==> src/rtl/slot_scoreboard_if.sv <==
// Slot scoreboard bus: spin-stage inputs plus credit/display/status outputs.
// Ports: spin_val/pause/won in; credits, hex2..0, win_led, busy, game_over out.
interface slot_scoreboard_if #(
  parameter int CREDIT_W = 10
);
  logic [9:0]          spin_val;
  logic                pause;
  logic                won;
  logic [CREDIT_W-1:0] credits;
  logic [6:0]          hex2;
  logic [6:0]          hex1;
  logic [6:0]          hex0;
  logic                win_led;
  logic                busy;
  logic                game_over;

  modport master (
    output spin_val, pause, won,
    input  credits, hex2, hex1, hex0,
    input  win_led, busy, game_over
  );

  modport slave (
    input  spin_val, pause, won,
    output credits, hex2, hex1, hex0,
    output win_led, busy, game_over
  );
endinterface

==> src/rtl/slot_scoreboard.sv <==
// Slot scoreboard: bet/payout credit tracking, double-dabble BCD of the
// settled spin, active-low 7-seg display and status LEDs.
// Ports: clk, rst (async, active-high), bus (slot_scoreboard_if.slave).
// Macro JACKPOT_BONUS_EN: a paid win on 777 adds 5*PAYOUT.
module slot_scoreboard #(
  parameter int START_CREDITS = 100,
  parameter int BET           = 1,
  parameter int PAYOUT        = 10,
  parameter int CREDIT_MAX    = 999,
  parameter int CREDIT_W      = 10
) (
  input logic              clk,
  input logic              rst,
  slot_scoreboard_if.slave bus
);

  typedef enum logic [1:0] {
    S_IDLE, S_SPIN, S_CONV, S_CREDIT
  } state_t;

  localparam logic [6:0] SEG_ZERO = 7'b1000000;
  localparam logic [6:0] SEG_DASH = 7'b0111111;

  function automatic logic [6:0] seg7(
    input logic [3:0] d
  );
    logic [6:0] s;
    s = 7'b1111111;
    unique case (d)
      4'd0: s = 7'b1000000;
      4'd1: s = 7'b1111001;
      4'd2: s = 7'b0100100;
      4'd3: s = 7'b0110000;
      4'd4: s = 7'b0011001;
      4'd5: s = 7'b0010010;
      4'd6: s = 7'b0000010;
      4'd7: s = 7'b1111000;
      4'd8: s = 7'b0000000;
      4'd9: s = 7'b0010000;
      default: s = 7'b1111111;
    endcase
    return s;
  endfunction

  state_t r_state;
  state_t w_next;

  logic r_p1, r_p2, r_p3;
  logic r_w1, r_w2;
  logic [9:0] r_v1, r_v2;

  logic [9:0]  r_bin;
  logic [11:0] r_bcd;
  logic [3:0]  r_cnt;
  logic        r_won;
  logic        r_paid;
  logic        r_pend;
  logic        r_win;
  logic [CREDIT_W-1:0] r_credits;
  logic [6:0] r_hex2, r_hex1, r_hex0;
`ifdef JACKPOT_BONUS_EN
  logic [9:0] r_val;
`endif

  logic w_fall, w_rise, w_go;
  logic [9:0]  w_clamp;
  logic [11:0] w_adj;
  logic [11:0] w_shift;
  logic [CREDIT_W-1:0] w_bet;
  logic [CREDIT_W:0]   w_add;
  logic [CREDIT_W:0]   w_sum;
  logic [CREDIT_W-1:0] w_pay;

  // Edges seen on the second sync stage against its delayed copy.
  assign w_fall = r_p3 & ~r_p2;
  assign w_rise = ~r_p3 & r_p2;
  assign w_go   = w_fall | (r_pend & ~r_p2);

  assign w_clamp = (r_v2 > 10'd999) ? 10'd999 : r_v2;
  assign w_bet   = CREDIT_W'(BET);

  // Double-dabble: correct each nibble, then shift in the next spin bit.
  always_comb begin
    w_adj = r_bcd;
    for (int i = 0; i < 3; i++) begin
      if (r_bcd[i*4 +: 4] >= 4'd5)
        w_adj[i*4 +: 4] = r_bcd[i*4 +: 4] + 4'd3;
    end
  end
  assign w_shift = {w_adj[10:0], r_bin[9]};

  always_comb begin
    w_add = (CREDIT_W+1)'(PAYOUT);
`ifdef JACKPOT_BONUS_EN
    if (r_val == 10'd777)
      w_add = (CREDIT_W+1)'(5 * PAYOUT);
`endif
  end

  assign w_sum = {1'b0, r_credits} + w_add;
  assign w_pay = (w_sum > (CREDIT_W+1)'(CREDIT_MAX))
               ? CREDIT_W'(CREDIT_MAX)
               : w_sum[CREDIT_W-1:0];

  always_ff @(posedge clk or posedge rst) begin
    if (rst) r_state <= S_IDLE;
    else     r_state <= w_next;
  end

  always_comb begin
    w_next = r_state;
    unique case (r_state)
      S_IDLE:   if (w_go) w_next = S_SPIN;
      S_SPIN:   if (w_rise) w_next = S_CONV;
      S_CONV:   if (r_cnt == 4'd9) w_next = S_CREDIT;
      S_CREDIT: w_next = S_IDLE;
      default:  w_next = S_IDLE;
    endcase
  end

  always_ff @(posedge clk or posedge rst) begin
    if (rst) begin
      r_p1      <= 1'b0;
      r_p2      <= 1'b0;
      r_p3      <= 1'b0;
      r_w1      <= 1'b0;
      r_w2      <= 1'b0;
      r_v1      <= '0;
      r_v2      <= '0;
      r_bin     <= '0;
      r_bcd     <= '0;
      r_cnt     <= '0;
      r_won     <= 1'b0;
      r_paid    <= 1'b0;
      r_pend    <= 1'b0;
      r_win     <= 1'b0;
      r_credits <= CREDIT_W'(START_CREDITS);
      r_hex2    <= SEG_ZERO;
      r_hex1    <= SEG_ZERO;
      r_hex0    <= SEG_ZERO;
`ifdef JACKPOT_BONUS_EN
      r_val     <= '0;
`endif
    end else begin
      r_p1 <= bus.pause;
      r_p2 <= r_p1;
      r_p3 <= r_p2;
      r_w1 <= bus.won;
      r_w2 <= r_w1;
      r_v1 <= bus.spin_val;
      r_v2 <= r_v1;
      unique case (r_state)
        S_IDLE: begin
          if (w_go) begin
            if (r_credits >= w_bet) begin
              r_credits <= r_credits - w_bet;
              r_paid    <= 1'b1;
            end else begin
              r_paid    <= 1'b0;
            end
            r_win  <= 1'b0;
            r_pend <= 1'b0;
            r_hex2 <= SEG_DASH;
            r_hex1 <= SEG_DASH;
            r_hex0 <= SEG_DASH;
          end
        end
        S_SPIN: begin
          if (w_rise) begin
            r_bin <= w_clamp;
            r_won <= r_w2;
            r_bcd <= '0;
            r_cnt <= '0;
`ifdef JACKPOT_BONUS_EN
            r_val <= w_clamp;
`endif
          end
        end
        S_CONV: begin
          r_bcd <= w_shift;
          r_bin <= {r_bin[8:0], 1'b0};
          r_cnt <= r_cnt + 4'd1;
          if (w_fall) r_pend <= 1'b1;
        end
        S_CREDIT: begin
          r_hex2 <= seg7(r_bcd[11:8]);
          r_hex1 <= seg7(r_bcd[7:4]);
          r_hex0 <= seg7(r_bcd[3:0]);
          if (r_won && r_paid) begin
            r_credits <= w_pay;
            r_win     <= 1'b1;
          end
          if (w_fall) r_pend <= 1'b1;
        end
        default: ;
      endcase
    end
  end

  assign bus.credits   = r_credits;
  assign bus.hex2      = r_hex2;
  assign bus.hex1      = r_hex1;
  assign bus.hex0      = r_hex0;
  assign bus.win_led   = r_win;
  assign bus.busy      = (r_state == S_CONV) ||
                         (r_state == S_CREDIT);
  assign bus.game_over = r_credits < w_bet;

endmodule
==> src/flat_wrapper.sv <==
// flat-port wrapper written by rule: the top's interface ports become plain ports
module slot_scoreboard_flat 
#(
  parameter int START_CREDITS = 100,
  parameter int BET           = 1,
  parameter int PAYOUT        = 10,
  parameter int CREDIT_MAX    = 999,
  parameter int CREDIT_W      = 10
)
  (clk, rst, bus_spin_val, bus_pause, bus_won, bus_credits, bus_hex2, bus_hex1, bus_hex0, bus_win_led, bus_busy, bus_game_over);
  slot_scoreboard_if #(.CREDIT_W(CREDIT_W)) bus_i ();
  input logic clk;
  input logic rst;
  input wire logic [$bits(bus_i.spin_val)-1:0] bus_spin_val;
  input wire logic [$bits(bus_i.pause)-1:0] bus_pause;
  input wire logic [$bits(bus_i.won)-1:0] bus_won;
  output wire logic [$bits(bus_i.credits)-1:0] bus_credits;
  output wire logic [$bits(bus_i.hex2)-1:0] bus_hex2;
  output wire logic [$bits(bus_i.hex1)-1:0] bus_hex1;
  output wire logic [$bits(bus_i.hex0)-1:0] bus_hex0;
  output wire logic [$bits(bus_i.win_led)-1:0] bus_win_led;
  output wire logic [$bits(bus_i.busy)-1:0] bus_busy;
  output wire logic [$bits(bus_i.game_over)-1:0] bus_game_over;
  assign bus_i.spin_val = bus_spin_val;
  assign bus_i.pause = bus_pause;
  assign bus_i.won = bus_won;
  assign bus_credits = bus_i.credits;
  assign bus_hex2 = bus_i.hex2;
  assign bus_hex1 = bus_i.hex1;
  assign bus_hex0 = bus_i.hex0;
  assign bus_win_led = bus_i.win_led;
  assign bus_busy = bus_i.busy;
  assign bus_game_over = bus_i.game_over;
  slot_scoreboard #(.START_CREDITS(START_CREDITS), .BET(BET), .PAYOUT(PAYOUT), .CREDIT_MAX(CREDIT_MAX), .CREDIT_W(CREDIT_W)) u_core (.clk(clk), .rst(rst), .bus(bus_i));
endmodule
==> config.mk <==
export PLATFORM = sky130hd
export DESIGN_NAME = slot_scoreboard_flat
export DESIGN_NICKNAME = d
export VERILOG_FILES = /design/src/rtl/slot_scoreboard_if.sv /design/src/rtl/slot_scoreboard.sv /design/src/flat_wrapper.sv
export SDC_FILE = /design/constraint.sdc
export NUM_CORES = 1
export LEC_CHECK = 0
export ABC_AREA = 1
export BUFFER_PORTS_ARGS = -buffer_cell sky130_fd_sc_hd__buf_4
export CAP_MARGIN = 20
export CORE_UTILIZATION = 60
export DETAILED_ROUTE_END_ITERATION = 6
export GPL_TIMING_DRIVEN = 0
export PLACE_DENSITY = 0.81
export SKIP_CTS_REPAIR_TIMING = 1
export SYNTH_ARGS = -nofsm -noshare
export SYNTH_HDL_FRONTEND = slang
export SYNTH_SLANG_ARGS = --single-unit
==> constraint.sdc <==
create_clock -name clk -period 8.05 [get_ports clk]
set_clock_uncertainty 0.15 [all_clocks]
set_input_delay 0.4025 -clock clk [delete_from_list [all_inputs] [get_ports clk]]
set_output_delay 0.4025 -clock clk [all_outputs]
set_load 0.05 [all_outputs]
Word-level counts from Yosys, hierarchy flattened
Memory sizes are Yosys's and may differ from the RTL's.
Index checks and enable logic that the tools add are counted.
Widths: inputs -> output; s select.
- register bits: 88
- latch bits: 0
- memory bits (writable): 0
- bits in read-only memories: 336
- output and inout port bits: 34
- logic and storage cells: 95
- memories kept: 3
- memory list (name ; words ; width ; rd ports ; clocked after memory_dff ; write ports ; RTL line ; text):
    (name not given) ; 16 ; 7 ; 1 ; 0 ; 0 ; slot_scoreboard.sv:29 ; unique case (d)
    (name not given) ; 16 ; 7 ; 1 ; 0 ; 0 ; slot_scoreboard.sv:29 ;
    (name not given) ; 16 ; 7 ; 1 ; 0 ; 0 ; slot_scoreboard.sv:29 ;
- $add $sub $neg: 6
- $mul: 0
- divide/modulo/power cells: 0
- order comparisons: 7
- eq/ne operators: 10
- shift-type cells: 0
- mux-type cells: 29
- bitwise gates (word level): 6
- reduce and logical (&&, ||, !) cells: 15
- operator list (kind ; count):
    $mux 10 ; 6
    $pmux 7 s2 ; 3
    $pmux 10 s2 ; 2
    $pmux 12 s2 ; 1
    $ge 4x3->1 const B ; 3
    $mux 12 ; 1
    $mux 4 ; 3
    $ne 2x1->1 const B ; 6
    $add 10x4->11 const B ; 1
    $gt 11x10->1 const B ; 1
    $ge 10x1->1 const B ; 1
    $gt 10x10->1 const B ; 1
    $lt 10x1->1 const B ; 1
    $sub 10x1->10 const B ; 1
    $reduce_and 3->1 ; 3
    $add 4x2->4 const B ; 2
    $pmux 2 s4 ; 1
    $pmux 4 s2 ; 1
    $reduce_and 2->1 ; 4
    $mux 7 ; 1
    $mux 2 ; 3
    $reduce_bool 2->1 ; 3
    $add 4x1->4 const B ; 1
    $eq 2x2->1 const B ; 2
    other kinds (14) ; 21

Depth between registers and ports, before layout
- depth in word-level cells: 5
- depth in mapped cells: 13
- gate-level depth less buffers: 13

Worst setup path before layout
OpenSTA, ideal clock, no wires.
- path type: reg2reg
- start point: reg u_core.r_credits[1], in the netlist u_core.bus.credits[1]
- end point: reg u_core.r_paid
- data arrival time: 2.009 ns
- required time: 7.775 ns
- slack: 5.766 ns
- stages on the path, launching flop included: 9
- path buffers: 0
- cells stage by stage: dfrtp_1 inv_1 ha_1 inv_1 nor3_4 nand2_1 inv_1 nand2_1 mux2_2
- word-level cells in the longest chain between the ends: 2
- ends and longest elaborated chain (what ; RTL line ; text):
    start, declared ; slot_scoreboard.sv:59 ; logic [CREDIT_W-1:0] r_credits;
    start signal, assigned ; slot_scoreboard.sv:137 ; r_credits <= CREDIT_W'(START_CREDITS);
    start signal, assigned ; slot_scoreboard.sv:156 ; r_credits <= r_credits - w_bet;
    start signal, assigned ; slot_scoreboard.sv:190 ; r_credits <= w_pay;
    $ge 10x1->1 ; slot_scoreboard.sv:155 ; if (r_credits >= w_bet) begin
    $mux 1 ; slot_scoreboard.sv:155 ;
    end signal, assigned ; slot_scoreboard.sv:134 ; r_paid <= 1'b0;
    end signal, assigned ; slot_scoreboard.sv:157 ; r_paid <= 1'b1;
    end signal, assigned ; slot_scoreboard.sv:159 ; r_paid <= 1'b0;
    end, declared ; slot_scoreboard.sv:56 ; logic r_paid;
No other way between the ends.
A chain may end at the register's enable or synchronous reset.

Final worst setup path
- start point: reg u_core.r_credits[1], in the netlist u_core.bus.credits[1]
- end point: out bus_game_over
- word-level cells in the longest chain between the ends: 1
- ends and longest elaborated chain (what ; RTL line ; text):
    $lt 10x1->1 ; slot_scoreboard.sv:207 ; assign bus.game_over = r_credits < w_bet;
    end, declared ; flat_wrapper.sv:23 ; output wire logic [$bits(bus_i.game_over)-1:0] bus_game_over;
No other way between the ends.

==> flow_results.org <==
** Setup path
- Data on the critical path arrives at its endpoint at 1900 ps.
- STA classifies the critical path startpoint as a register.
- Max Fanout on Critical Path :: 6
- Critical Path Sink Type :: output port
- Depth of the worst register-to-register path :: 10
- By startpoint and endpoint, the worst setup path is classified as reg -> out.
- CP startpoint :: u_core.bus.credits[1]$_DFFE_PP0P_
- The worst register-to-register path begins at u_core.bus.credits[2]$_DFFE_PP1P_.
- Data on the critical path is required at its endpoint by 7500 ps.

** Synthesis
- Proportion of netlist area held by the largest area contributor :: 0.455
- In the post-synthesis netlist, the biggest area contributors are dfrtp_1 (45%), nand2_1 (9.2%), ha_1 (7.5%).
- Number of warnings printed during yosys synthesis :: 0
- Counting flops with a built-in enable in the synthesized netlist gives 0.
- Seq cells post-synth :: 88
- In the synthesized netlist, the number of instances is 529.
- Of the synthesized area, sequential elements account for 0.490.
- A synthesized cell averages 8.53 um2.
- Primary FF master, synth :: dfrtp_1
- By count the netlist is led by nand2_1 (110), dfrtp_1 (82), nor2_1 (67).
- Share of synthesized flip-flops with an asynchronous set or reset :: 1.00
- Summed over all instances, the cell type with the most area after synthesis is dfrtp_1.
- Post-synthesis instance area :: 0.00451 mm2
- Synthesized net count :: 570
- Netlist cell types :: 39
- Top-count cell post-synth :: nand2_1

** Routing
- Drt drc :: 0
- Number of violations reported at the end of detailed-routing iteration 0 :: 220
- Per-cell routed wire length :: 13.3 um
- Total Wirelength :: 9.41 mm
- Total iterations of the first detailed-routing run :: 4
- Summing over every cut layer, the via total after detailed routing is 3811.
- Antenna viol nets, final :: 0
- Dividing the detail-routed via count by the number of cells gives 5.41.

** Power and ir drop
- The share of total power dissipated in the clock network is 0.135.
- Of the total power, combinational logic draws 0.552.
- Static Leakage :: 2.52 nW
- The worst-case IR drop observed on VDD is 0.234 mV.
- Total Power Consumption :: 2.24 mW
- Net switching fraction of the power :: 0.496
- Power spread over the standard cell area amounts to 419 mW/mm2.
- The analysis attributes to net switching a power of 1.11 mW.
- The internal power of the cells totals 1.13 mW.
- Of the total power, registers draw 0.313.

** Global routing
- The number of global-route vias before repair came to 3459.
- For this run, global-route usage on met3 was measured as 0.0494.
- Global Route Usage Sum :: 0.258
- The total overflow left after global routing is 0.
- For met1 alone, demand over resource in global routing was 0.339.
- Entering global routing, the biggest net connects 61 pins.
- For met2 alone, demand over resource in global routing was 0.434.
- The first global-routing pass estimated 15.4 mm of wire.
- After global routing, the most crowded layer is met2.
- The initial antenna violation count was 0.

** Timing
- In the finished design, the share of the clock period the worst path needs comes to 0.304.
- Final worst slack :: 5600 ps
- Max frequency :: 0.408 GHz
- Setup violations remaining at the end of the flow were counted as 0.
- Headroom to the max-slew limit :: 0.572
- The final max-slew violation count was 0.
- At the pin with the least slew margin, the transition time is 641 ps.
- Unrepaired setup endpoints after global routing :: false
- The worst path in the final design needs a cycle of 2450 ps, including I/O delays and setup.
- For the final routed database, the setup TNS stands at 0 ps.
- The final-report hold violation count came to 0.

** Floorplan
- The floorplan step defined a die boundary enclosing 0.00787 mm2.
- Die Wd :: 88.7 um
- For this design the top-level I/O count stands at 48.
- Floorplan Core Area :: 0.00725 mm2
- # rows :: 31
- For this configuration, the core starts out at a cell density of 0.622.
- The floorplan step set the die height to 88.7 um.

** CTS
- No sink is reached through more buffers than the 2 on the longest clock path.
- TritonCTS built the clock tree.
- The cell sitting at the root of the clock tree is a clkbuf_8.
- At the later pin of the worst-skew pair, clock insertion delay measures 370 ps.
- Clock tree synthesis inserted a total of 9 buffers.
- Total number of H-tree levels :: 3
- Num Clock Sinks :: 88
- Clock transition at the registers of the reported paths :: 90 ps

** Hold path
- Tightest Hold Check Type :: reg -> reg
- The worst hold path passes through 0 cells.
- Startpoint of the tightest hold check path :: u_core.r_v1[6]$_DFF_PP0_

** Place
- Global placer's final weighted congestion :: 0.870
- Summing all placed instances gives a cell area of 0.00502 mm2.
- Port-buffer cells :: 47
- DPL Wire Length :: 6.78 mm
- Setup slack after placement :: 5790 ps

** Outcome
- Status :: finished clean

** Final layout
- Layout area overhead :: 18.6%
- Layout Nets :: 642
- Final Cell Area :: 0.00535 mm2
- In the final layout, the share of cells above drive strength 1 is 0.178.
- Final core utilization :: 0.737
- Number of inserted diodes :: 0

** Flow run
- Across the run, the number of max-cap violations was 0.
-- critical path, cell delays in order (launching register included) --
cell,delay (ps)
dfrtp_1,450
inv_1,180
ha_1,170
inv_1,100
nor3_4,270
nand2_1,80
inv_1,90
buf_4,200
-- state kept, by name, indices dropped and copies added (netlist names) --
register and flops:
u_core.r_w1 1, u_core.bus.hex2 7, u_core.r_won 1, u_core.bus.credits 10, u_core.r_cnt 4, u_core.r_state 2
u_core.r_paid 1, u_core.bus.hex1 7, u_core.r_v1 10, u_core.r_bcd 12, u_core.r_p1 1, u_core.r_p2 1
u_core.r_v2 10, u_core.bus.win_led 1, u_core.r_p3 1, u_core.bus.hex0 7, u_core.r_bin 10, u_core.r_pend 1
u_core.r_w2 1
-- per-layer routing --
metal  vias up  wire, um
li1       1898         -
met1      1816      4330
met2        85      4510
met3        12       441
met4         0       127
met5         -         0
-- kinds of logic after synthesis --
group / synth area share
fa+ha+maj: 0.0749
xor+xnor: 0.00582
flops: 0.490
simple gates: 0.217
mux: 0.00499
buf+inv: 0.0660
compound gates: 0.141
-- power by group through the flow --
stage	clock network (mW)	logic [mW]	registers, mW
2_1_floorplan	0	0.700	0.909
3_3_place_gp	0	1.19	0.704
3_5_place_dp	0	1.23	0.710
4_1_cts	0.307	1.23	0.702
5_1_grt	0.326	1.36	0.725
6_report	0.302	1.24	0.703
-- cells in the final DEF, fill, tap and decap left out, drive strengths merged, types with 2 or more instances in the layout --
cell type	count
clkbuf	13
dlygate4sd3	13
buf	62
xor2	3
o211ai	6
dfstp	6
nand3b	2
nand4	3
o21ai	31
ha	27
nand2	114
nor3	5
o22ai	7
inv	56
nand3	28
a31oi	25
mux2	2
dfrtp	82
o32ai	5
a21oi	29
clkinv	4
or2	3
nor2	74
-- cell type report --
| class | count | area [um2] |
|---|---|---|
| Clock buffer | 12 | 165 |
| Sequential cell | 88 | 2210 |
| Tap cell | 99 | 124 |
| Clock inverter | 4 | 35.0 |
| Inverter | 56 | 213 |
| Fill cell | 556 | 1900 |
| Multi-Input combinational cell | 370 | 2000 |
| Timing Repair Buffer | 61 | 510 |
| Buffer | 15 | 87.6 |
-- stage by stage --
step	hold slack, ps	instances
after global placement	182	675
after floorplan	181	529
final	205	705
after global routing	211	705
after CTS	-124	692
after detailed placement	186	676
-- final timing paths --
check                                                     to  slack, ps
setup / recovery                               bus_game_over       5600
max in group asynchronous     u_core.bus.hex0[6]$_DFFE_PP1P_       6660
min in group asynchronous        u_core.r_bcd[6]$_DFFE_PP0P_        420
hold / removal                      u_core.r_v2[6]$_DFF_PP0_        200
hold reg to reg                     u_core.r_v2[6]$_DFF_PP0_        200
setup reg to reg           u_core.bus.credits[9]$_DFFE_PP0P_       5720
(Power assumes the default switching activity.)
